### src/rtl/mux_arb_rr.sv
// N:1 channel multiplexer with registered output, valid/ready handshakes and
// run-time choice of direct select or round-robin arbitration. Optional stall counter: MUX_ARB_STALL_CNT_EN.
module mux_arb_rr #(
  parameter int WIDTH    = 5,
  parameter int CHANNELS = 4,
  parameter int SEL_W    = 2
) (
  input  logic                      clk,
  input  logic                      rst_n,
  input  logic                      mode,
  input  logic [SEL_W-1:0]          s,
  input  logic [CHANNELS*WIDTH-1:0] in_data,
  input  logic [CHANNELS-1:0]       in_valid,
  output logic [CHANNELS-1:0]       in_ready,
  output logic [WIDTH-1:0]          out_data,
  output logic [SEL_W-1:0]          out_chan,
  output logic                      out_valid,
  input  logic                      out_ready
`ifdef MUX_ARB_STALL_CNT_EN
  ,
  output logic [15:0]               stall_cnt
`endif
);

  logic [SEL_W-1:0] last_p1;
  logic [SEL_W-1:0] gnt_p0;
  logic             gnt_ok_p0;
  logic             can_accept_p0;
  logic             xfer_p0;
  logic [WIDTH-1:0] sel_data_p0;
  logic [SEL_W:0]   rr_res_p0;
  logic [CHANNELS-1:0] dir_vld_p0;

  // Returns {found, index} of the first valid channel after ptr, wrapping.
  function automatic logic [SEL_W:0] rr_pick(input logic [CHANNELS-1:0] vld,
                                             input logic [SEL_W-1:0]    ptr);
    logic             found;
    logic [SEL_W-1:0] idx;
    logic [CHANNELS-1:0] sh;
    int               c;
    found = 1'b0;
    idx   = '0;
    for (int off = 1; off <= CHANNELS; off++) begin
      c = int'(ptr) + off;
      if (c >= CHANNELS) c = c - CHANNELS;
      sh = vld >> c;
      if (!found && sh[0]) begin
        found = 1'b1;
        idx   = SEL_W'(c);
      end
    end
    return {found, idx};
  endfunction

  // Stage p0: combinational grant and input handshake
  assign can_accept_p0 = !out_valid || out_ready;
  assign rr_res_p0     = rr_pick(in_valid, last_p1);
  assign dir_vld_p0    = in_valid >> s;

  always_comb begin
    gnt_p0    = '0;
    gnt_ok_p0 = 1'b0;
    if (mode) begin
      gnt_p0    = rr_res_p0[SEL_W-1:0];
      gnt_ok_p0 = rr_res_p0[SEL_W];
    end else if (int'(s) < CHANNELS) begin
      gnt_p0    = s;
      gnt_ok_p0 = dir_vld_p0[0];
    end
  end

  assign in_ready    = (gnt_ok_p0 && can_accept_p0) ? (CHANNELS'(1) << gnt_p0) : '0;
  assign xfer_p0     = gnt_ok_p0 && can_accept_p0;
  assign sel_data_p0 = WIDTH'(in_data >> (int'(gnt_p0) * WIDTH));

  // Stage p1: single-entry output buffer and round-robin pointer
  always_ff @(posedge clk or negedge rst_n) begin
    if (!rst_n) begin
      out_valid <= 1'b0;
      out_data  <= '0;
      out_chan  <= '0;
    end else if (xfer_p0) begin
      out_valid <= 1'b1;
      out_data  <= sel_data_p0;
      out_chan  <= gnt_p0;
    end else if (out_ready) begin
      out_valid <= 1'b0;
    end
  end

  always_ff @(posedge clk or negedge rst_n) begin
    if (!rst_n) begin
      last_p1 <= SEL_W'(CHANNELS - 1);
    end else if (xfer_p0 && mode) begin
      last_p1 <= gnt_p0;
    end
  end

`ifdef MUX_ARB_STALL_CNT_EN
  always_ff @(posedge clk or negedge rst_n) begin
    if (!rst_n) begin
      stall_cnt <= '0;
    end else if (out_valid && !out_ready && (stall_cnt != 16'hFFFF)) begin
      stall_cnt <= stall_cnt + 16'd1;
    end
  end
`endif

endmodule
### config.mk
export PLATFORM = sky130hd
export DESIGN_NAME = mux_arb_rr
export DESIGN_NICKNAME = d
export VERILOG_FILES = /design/src/rtl/mux_arb_rr.sv
export SDC_FILE = /design/constraint.sdc
export NUM_CORES = 1
export LEC_CHECK = 0
export BUFFER_PORTS_ARGS = -buffer_cell sky130_fd_sc_hd__buf_2
export CORE_MARGIN = 10
export CORE_UTILIZATION = 43
export DETAILED_ROUTE_END_ITERATION = 10
export GPL_TIMING_DRIVEN = 0
export PLACE_DENSITY = 0.75
export SYNTH_ARGS = -nofsm -noshare
export SYNTH_HDL_FRONTEND = slang
export SYNTH_SLANG_ARGS = --single-unit
### constraint.sdc
create_clock -name clk -period 2.6 [get_ports clk]
set_input_delay 0.26 -clock clk [delete_from_list [all_inputs] [get_ports clk]]
set_output_delay 0.26 -clock clk [all_outputs]
set_load 0.005 [all_outputs]
==> results of run 1 <==
[metrics by stage]
step                      power (W)  TNS [ns]  setup slack (ns)  area, sq um
after global routing        0.00242     -4.39            -0.579         1650
final                       0.00227     -3.01            -0.486         1650
after detailed placement    0.00152     -3.59            -0.443         1320
after CTS                   0.00193     -2.61            -0.495         1510
after floorplan             0.00123    -0.202           -0.0920         1080
after global placement      0.00147     -2.58            -0.369         1320
[repair_timing]
item	in CTS	in global routing
setup endpoints to repair	13	13
resized for setup	17	21
setup buffers	11	9
pin swaps	9	13
endpoints found under the hold margin	8	0
hold buffers	1	0
[cells by family after synthesis]
| family | count (synthesis) | synth area share |
|---|---|---|
| buffers and inverters | 12 | 0.0707 |
| flip-flops | 10 | 0.242 |
| multiplexers | 20 | 0.225 |
| AO/OA/AOI/OAI | 26 | 0.210 |
| adder cells (fa/ha/maj) | 5 | 0.0600 |
| AND/OR/NAND/NOR | 33 | 0.183 |
| XOR/XNOR | 1 | 0.00839 |
[registers in the layout, summed over array words and instances, names as in the netlist]
signal,flops
last_p1,2
out_chan,2
out_valid,1
out_data,5
[cells in the mapped netlist, types with 2 or more instances]
| library cell | n | area [sq um] |
|---|---|---|
| nand2b_1 | 8 | 50.1 |
| o211ai_1 | 2 | 15.0 |
| mux2_2 | 3 | 33.8 |
| nand2_1 | 6 | 22.5 |
| mux4_2 | 2 | 45.0 |
| dfstp_2 | 2 | 52.6 |
| mux2i_1 | 13 | 130 |
| a21oi_1 | 2 | 10.0 |
| a211oi_1 | 2 | 15.0 |
| o221ai_1 | 5 | 43.8 |
| inv_1 | 5 | 18.8 |
| ha_1 | 5 | 62.6 |
| dfrtp_1 | 8 | 200 |
| buf_6 | 2 | 22.5 |
| buf_2 | 2 | 10.0 |
| a2111oi_0 | 2 | 17.5 |
| nor2_1 | 8 | 30.0 |
| a21bo_2 | 2 | 20.0 |
[final cells by class]
cell class,count,area [sq um],share of cell area
Sequential cell,10,253,0.153
Buffer,4,50.0,0.0303
Timing Repair Buffer,61,369,0.224
Tap cell,28,35.0,0.0212
Clock buffer,4,36.3,0.0220
Inverter,5,26.3,0.0159
Multi-Input combinational cell,85,881,0.534
[report_power, final]
group / switching (W) / internal [W] / total, W
registers: 0.0000430 / 0.000243 / 0.000286
logic: 0.000881 / 0.000966 / 0.00185
clock network: 0.0000549 / 0.0000851 / 0.000140
total: 0.000979 / 0.00129 / 0.00227
[how the worst max path moves through the flow]
stage | to | depth (start not counted) | start
finish | in_ready[3] | 11 | last_p1[0]$_DFFE_PN1P_
global route | in_ready[2] | 13 | last_p1[0]$_DFFE_PN1P_
CTS | in_ready[0] | 12 | last_p1[0]$_DFFE_PN1P_
detailed placement | in_ready[0] | 11 | last_p1[0]$_DFFE_PN1P_
global placement | in_ready[2] | 11 | last_p1[0]$_DFFE_PN1P_
floorplan | in_ready[3] | 11 | last_p1[0]$_DFFE_PN1P_
[worst max-delay path: cells and delay by family, from the launching register on]
kind	cells	cell delay (ns)
simple gates	3	0.52
flops	1	0.55
fa+ha+maj	1	0.31
compound gates	2	0.46
buf+inv	4	0.42
mux	1	0.29
[per-layer routing]
| layer | vias to the layer above | GRT usage |
|---|---|---|
| met5 | - | 0 |
| met1 | 545 | 0.149 |
| met4 | 0 | 0.0599 |
| met3 | 18 | 0.0228 |
| met2 | 51 | 0.231 |
| li1 | 528 | - |
==> impl_metrics.toml, run 1 <==
[floorplan]
rows = 17
die_h_microns = 69.3
num_io_pins = 42
dieArea_sq_um = 4800
core_area_sq_um = 2250
initial_core_util = 0.463
die_w_microns = 69.3

[final_layout]
layout.cells.non_filler = 197
final_nets = 205
diodes = 0
drive_above_1_share = 0.609
layout_commonest_cell = "buf_2"
fin_util = 0.732
layout_common_cells = "buf_2, buf_4, mux2i_1"
areaGrowthSynthToFinish_pct = 58.2
num-fill-cells = 174

[run_status]
status = "complete, but fails checks"
violations = "negative setup slack"

[global_routing]
grt_pass1_vias = 1205
grt_pass1_wl_microns = 5510
grt_overflow_total = 0
antenna_found_initial = 0
track_usage = 0.131
grt_max_degree = 11

[clocking]
cts_buffers = 3
htree_levels = 1
cts-root-buf = "clkbuf_4"
cts_buffer_depth = 2
insertion_delay_ns = 0.26
cts_tree = "built"
cts.sinks = 10
clk_pin_slew_ns = 0.07

[yosys]
synth_area_per_cell_sq_um = 9.75
synth_seq_cells = 10
synth.yosys.seq_area_share = 0.242
mappedNetlistArea_sq_um = 1040
synth-edff-count = 0
yosys_warnings = 0
yosysUniqueCellTypes = 46
synthCells = 107
async_reset_ff_frac = 1.00
syn_nets = 142
synth_flop_cell = "dfrtp_1"

[critical_path]
cp_max_fo = 4
r2r-end = "out_data[0]$_DFFE_PN0P_"
end_kind = "primary output"
required_ns = 2.34
r2r_start = "last_p1[0]$_DFFE_PN1P_"
r2r_slack_ns = -0.23
max_stage_delay_ns = 0.55
cp_cell_sequence = "buf_8 -> inv_8 -> ha_4 -> mux2i_4 -> o221ai_2 -> a2111oi_2 -> and4b_2 -> buf_12 -> nand2b_4 -> nor2_2 -> buf_2"
cp.arrival_ns = 2.83
crit_type = "register to primary output"
cp-start-kind = "register"
slowest_stage = "dfstp_2"
r2r_cells = 11

[route]
drcViolationCount = 0
first_pass_iters = 4
dr_wl_met2_microns = 1830
route.layer.met1.wl_microns = 1460
wl_per_cell_microns = 18.7
viasPerCell = 5.80
wl_met3_microns = 219
top_layer_used = "met4"
final_antenna_net_count = 0
drt_iter0_drc = 92
vias = 1142
wirelength_microns = 3690

[timing]
finalMaxSlewViolations = 0
setup_violations = 10
hold_violations = 0
setup_ws_ns = -0.486
rsz0062_at_grt = "true"
whs_ns = 0.309
period_share = 1.19
fin_crit_ns = 3.09
max_slew_margin = 0.644
fmax_mhz = 324
tightest_slew_ns = 0.534
finalClockSkew_ns = 0.00256

[placed_design]
globalplace.congestion = 0.891
portBuffers = 41
dp.final_hpwl_microns = 2490
place_inst = 176

[hold_path]
worstHoldPathType = "primary input to register"
min_from = "in_data[17]"
holdPathEnd = "out_data[2]$_DFFE_PN0P_"
whs_path_depth = 3

[run]
drv_cap = 0

[pwr]
ir_drop_mv = 0.811
power_leakage_nw = 0.778
powerDensity_nw_per_um2 = 1380
(Power assumes the default switching activity.)
==> inputs of run 2 (changes only) <==
--- a/config.mk
+++ b/config.mk
@@ -14,3 +14,4 @@
 export SYNTH_ARGS = -nofsm -noshare
 export SYNTH_HDL_FRONTEND = slang
 export SYNTH_SLANG_ARGS = --single-unit
+export TNS_END_PERCENT = 20
==> impl_metrics.toml, run 2 (same netlist as run 1, synthesis figures left out) <==
[run_status]
status = "complete, but fails checks"
violations = "negative setup slack"

[timing]
setup_violations = 10
fin_crit_ns = 3.09
setup_ws_ns = -0.491
finalMaxSlewViolations = 0
hold_violations = 0
period_share = 1.19
finalClockSkew_ns = 0.00223
max_slew_margin = 0.668
tightest_slew_ns = 0.497
fmax_mhz = 324
rsz0062_at_grt = "true"
whs_ns = 0.296

[critical_path]
cp-start-kind = "register"
required_ns = 2.34
crit_type = "register to primary output"
cp.arrival_ns = 2.83
cp_max_fo = 5
end_kind = "primary output"
r2r_cells = 12

[clocking]
htree_levels = 1
clk_pin_slew_ns = 0.07
cts-root-buf = "clkbuf_4"
insertion_delay_ns = 0.26
cts_buffer_depth = 2
cts_buffers = 3
cts.sinks = 10
cts_tree = "built"

[final_layout]
layout.cells.non_filler = 195
diodes = 0
areaGrowthSynthToFinish_pct = 50.4
layout_commonest_cell = "buf_2"
final_nets = 203
top_register = "out_data"
top_regs = "out_data x5, last_p1 x2, out_chan x2"
layout_common_cells = "buf_2, buf_4, mux2i_1"
drive_above_1_share = 0.569
largest_register_ff_count = 5

[global_routing]
track_usage = 0.133
grt_pass1_vias = 1194
grt_overflow_total = 0
grt_pass1_wl_microns = 5580
antenna_found_initial = 0
grt_max_degree = 11

[route]
viasPerCell = 5.69
drcViolationCount = 0
wirelength_microns = 3490
drt_iter0_drc = 50
wl_per_cell_microns = 17.9
final_antenna_net_count = 0
first_pass_iters = 4
vias = 1109

[placed_design]
place_inst = 176
portBuffers = 41
globalplace.congestion = 0.891
dp.final_hpwl_microns = 2490

[floorplan]
core_area_sq_um = 2250
dieArea_sq_um = 4800
num_io_pins = 42
die_w_microns = 69.3
rows = 17
initial_core_util = 0.463
die_h_microns = 69.3

[run]
drv_cap = 0

[hold_path]
whs_path_depth = 3
worstHoldPathType = "primary input to register"

[pwr]
powerDensity_nw_per_um2 = 1330
finalPower_w = 0.00209
ir_drop_mv = 0.786
power_leakage_nw = 0.753
==> run 2: timing repair <==
item | 4_1_cts | 5_1_grt
setup endpoints to repair | 13 | 13
resized for setup | 16 | 8
pin swaps | 9 | 13
hold buffers | 1 | 0
hold endpoints to repair | 8 | 0
setup buffers | 10 | 6
==> run 2: where the power goes <==
group	total [W]	internal, W	switching (W)
Clock	0.000140	0.0000850	0.0000546
Combinational	0.00167	0.000865	0.000803
Sequential	0.000285	0.000243	0.0000421
==> run 2: worst paths after layout <==
path / endpoint / slack (ns) / from
setup / recovery: in_ready[3] / -0.49 / last_p1[0]$_DFFE_PN1P_
hold / removal: out_data[1]$_DFFE_PN0P_ / 0.30 / in_data[6]
setup reg to reg: out_data[2]$_DFFE_PN0P_ / -0.30 / last_p1[0]$_DFFE_PN1P_
hold reg to reg: out_data[0]$_DFFE_PN0P_ / 0.50 / out_data[0]$_DFFE_PN0P_
max in group asynchronous: last_p1[0]$_DFFE_PN1P_ / 1.96 / rst_n
min in group asynchronous: out_data[2]$_DFFE_PN0P_ / 0.39 / rst_n
==> run 2: layer usage <==
metal | track usage | up-vias | part of all wire
li1 | - | 525 | -
met1 | 0.149 | 531 | 0.41
met2 | 0.246 | 47 | 0.52
met3 | 0.0228 | 6 | 0.060
met4 | 0.0421 | 0 | 0.012
met5 | 0 | - | 0
==> run 2: metrics by stage <==
| step | area (sq um) | util | setup WS [ns] | TNS, ns |
|---|---|---|---|---|
| after floorplan | 1080 | - | -0.0920 | -0.202 |
| after global placement | 1320 | 0.584 | -0.369 | -2.58 |
| after detailed placement | 1320 | 0.584 | -0.443 | -3.59 |
| after CTS | 1500 | 0.664 | -0.501 | -2.67 |
| after global routing | 1570 | 0.696 | -0.584 | -4.65 |
| final | 1570 | 0.696 | -0.491 | -3.43 |
==> run 2: final cells by class <==
type,count,area (sq um)
Multi-Input combinational cell,85,821
Fill cell,184,686
Buffer,5,55.1
Sequential cell,10,253
Inverter,5,26.3
Clock buffer,4,36.3
Tap cell,28,35.0
Timing Repair Buffer,58,343
==> run 2: critical path, stage by stage, from the launching register on <==
cell	delay (ns)
dfstp_2	0.55
buf_8	0.12
inv_8	0.04
ha_4	0.31
mux2i_4	0.29
o221ai_2	0.15
a2111oi_2	0.33
and4b_2	0.30
buf_12	0.13
nand2b_4	0.14
nor2_2	0.08
buf_2	0.12
==> inputs of run 3 (changes only) <==
--- a/config.mk
+++ b/config.mk
@@ -11,6 +11,7 @@
 export DETAILED_ROUTE_END_ITERATION = 10
 export GPL_TIMING_DRIVEN = 0
 export PLACE_DENSITY = 0.75
+export REMOVE_ABC_BUFFERS = 1
 export SYNTH_ARGS = -nofsm -noshare
 export SYNTH_HDL_FRONTEND = slang
 export SYNTH_SLANG_ARGS = --single-unit
==> impl_metrics.toml, run 3 (same netlist as run 1, synthesis figures left out) <==
[route]
route.layer.met1.wl_microns = 1170
first_pass_iters = 4
vias = 1056
drt_iter0_drc = 37
dr_wl_met2_microns = 1700
viasPerCell = 5.77
drcViolationCount = 0
top_layer_used = "met4"
final_antenna_net_count = 0
wl_met3_microns = 159
wirelength_microns = 3080
wl_per_cell_microns = 16.9

[placed_design]
dp.final_hpwl_microns = 2220
place_inst = 169
globalplace.congestion = 0.864
portBuffers = 41

[critical_path]
cp-start-kind = "register"
startpoint = "last_p1[0]$_DFFE_PN1P_"
cp_max_fo = 5
required_ns = 2.34
cp.arrival_ns = 2.71
end_kind = "primary output"
r2r_start = "last_p1[0]$_DFFE_PN1P_"
crit_type = "register to primary output"

[pwr]
combPwrFrac = 0.779
p_int_w = 0.00110
power_leakage_nw = 0.696
pwr-share-seq = 0.150
ir_drop_mv = 0.670
powerDensity_nw_per_um2 = 1310
swShare = 0.438
clockPowerShare = 0.071
p_sw_w = 0.000861

[run_status]
violations = "negative setup slack"
status = "complete, but fails checks"

[floorplan]
core_area_sq_um = 2250
die_w_microns = 69.3
die_h_microns = 69.3
num_io_pins = 42
rows = 17
dieArea_sq_um = 4800
initial_core_util = 0.463

[timing]
setup_violations = 12
fin_crit_ns = 2.97
fmax_mhz = 337
finalMaxSlewViolations = 0
finalClockSkew_ns = 0.00422
period_share = 1.14
max_slew_margin = 0.790
finalSetupTns_ns = -2.41
setup_ws_ns = -0.370
rsz0062_at_grt = "true"
hold_violations = 0
tightest_slew_ns = 0.316

[clocking]
htree_levels = 1
cts-root-buf = "clkbuf_4"
cts.sinks = 10
clk_pin_slew_ns = 0.07
insertion_delay_ns = 0.26
cts_buffer_depth = 2
cts_buffers = 3
cts_tree = "built"

[final_layout]
layout.cells.non_filler = 183
num-fill-cells = 177
fin_util = 0.663
layout_common_cells = "buf_2, mux2i_1, dfrtp_1, buf_4, nand2b_1"
drive_above_1_share = 0.535
top_regs = "out_data x5, last_p1 x2, out_chan x2"
diodes = 0
top_register = "out_data"
layout_commonest_cell = "buf_2"
multi_input_area_sq_um = 851
areaGrowthSynthToFinish_pct = 43.3
largest_register_ff_count = 5
register_area_sq_um = 256
final_nets = 191

[global_routing]
grt_pass1_wl_microns = 5150
grt_pass1_vias = 1131
antenna_found_initial = 0
grt_max_degree = 14
track_usage = 0.124
grt_overflow_total = 0

[hold_path]
worstHoldPathType = "primary input to register"
min_from = "in_data[9]"

[run]
drv_cap = 0
==> run 3: metal layers <==
layer	up-vias	GRT usage
met5	-	0
met4	0	0.0488
met3	7	0.0499
met2	31	0.219
met1	517	0.126
li1	501	-
==> run 3: critical path: stages (launching register included) <==
cell      delay (ns)
dfstp_4         0.65
inv_4           0.05
ha_4            0.27
mux2i_4         0.21
o22ai_4         0.27
nor4b_4         0.09
buf_4           0.15
a311oi_4        0.34
buf_4           0.18
nand2b_4        0.06
nor2_2          0.07
buf_2           0.11
==> run 3: power groups by stage <==
stage	clock network (W)	logic [W]	registers (W)
floorplan	0	0.000736	0.000325
global placement	0	0.000960	0.000328
detailed placement	0	0.000986	0.000336
CTS	0.000144	0.00137	0.000292
global route	0.000151	0.00165	0.000308
finish	0.000139	0.00153	0.000295
==> run 3: final cells by class <==
type | count | area share
Clock buffer | 4 | 0.0243
Multi-Input combinational cell | 85 | 0.569
Inverter | 5 | 0.0142
Timing Repair Buffer | 51 | 0.197
Sequential cell | 10 | 0.172
Tap cell | 28 | 0.0234
==> run 3: what timing repair did <==
item,CTS,global route
gates resized for setup,23,8
setup buffers,7,2
pin swaps,9,7
endpoints found under the hold margin,8,0
setup endpoints to repair,14,12
hold buffers,1,0
==> run 3: final timing paths <==
path | depth (start not counted) | to | slack [ns]
setup / recovery | 11 | in_ready[3] | -0.37
hold / removal | 3 | out_data[4]$_DFFE_PN0P_ | 0.33
setup reg to reg | 10 | out_data[2]$_DFFE_PN0P_ | -0.20
hold reg to reg | 1 | out_chan[0]$_DFFE_PN0P_ | 0.49
max in group asynchronous | 2 | last_p1[1]$_DFFE_PN1P_ | 1.95
min in group asynchronous | 2 | out_chan[0]$_DFFE_PN0P_ | 0.39
==> run 3: stage by stage <==
step	power (W)	setup WS [ns]	instance area (sq um)	hold slack, ns
final	0.00196	-0.370	1500	0.326
after CTS	0.00181	-0.283	1440	0.326
after detailed placement	0.00132	-0.799	1230	0.138
after global placement	0.00129	-0.714	1230	0.130
after global routing	0.00211	-0.476	1500	0.322
after floorplan	0.00106	-0.293	988	-0.0356
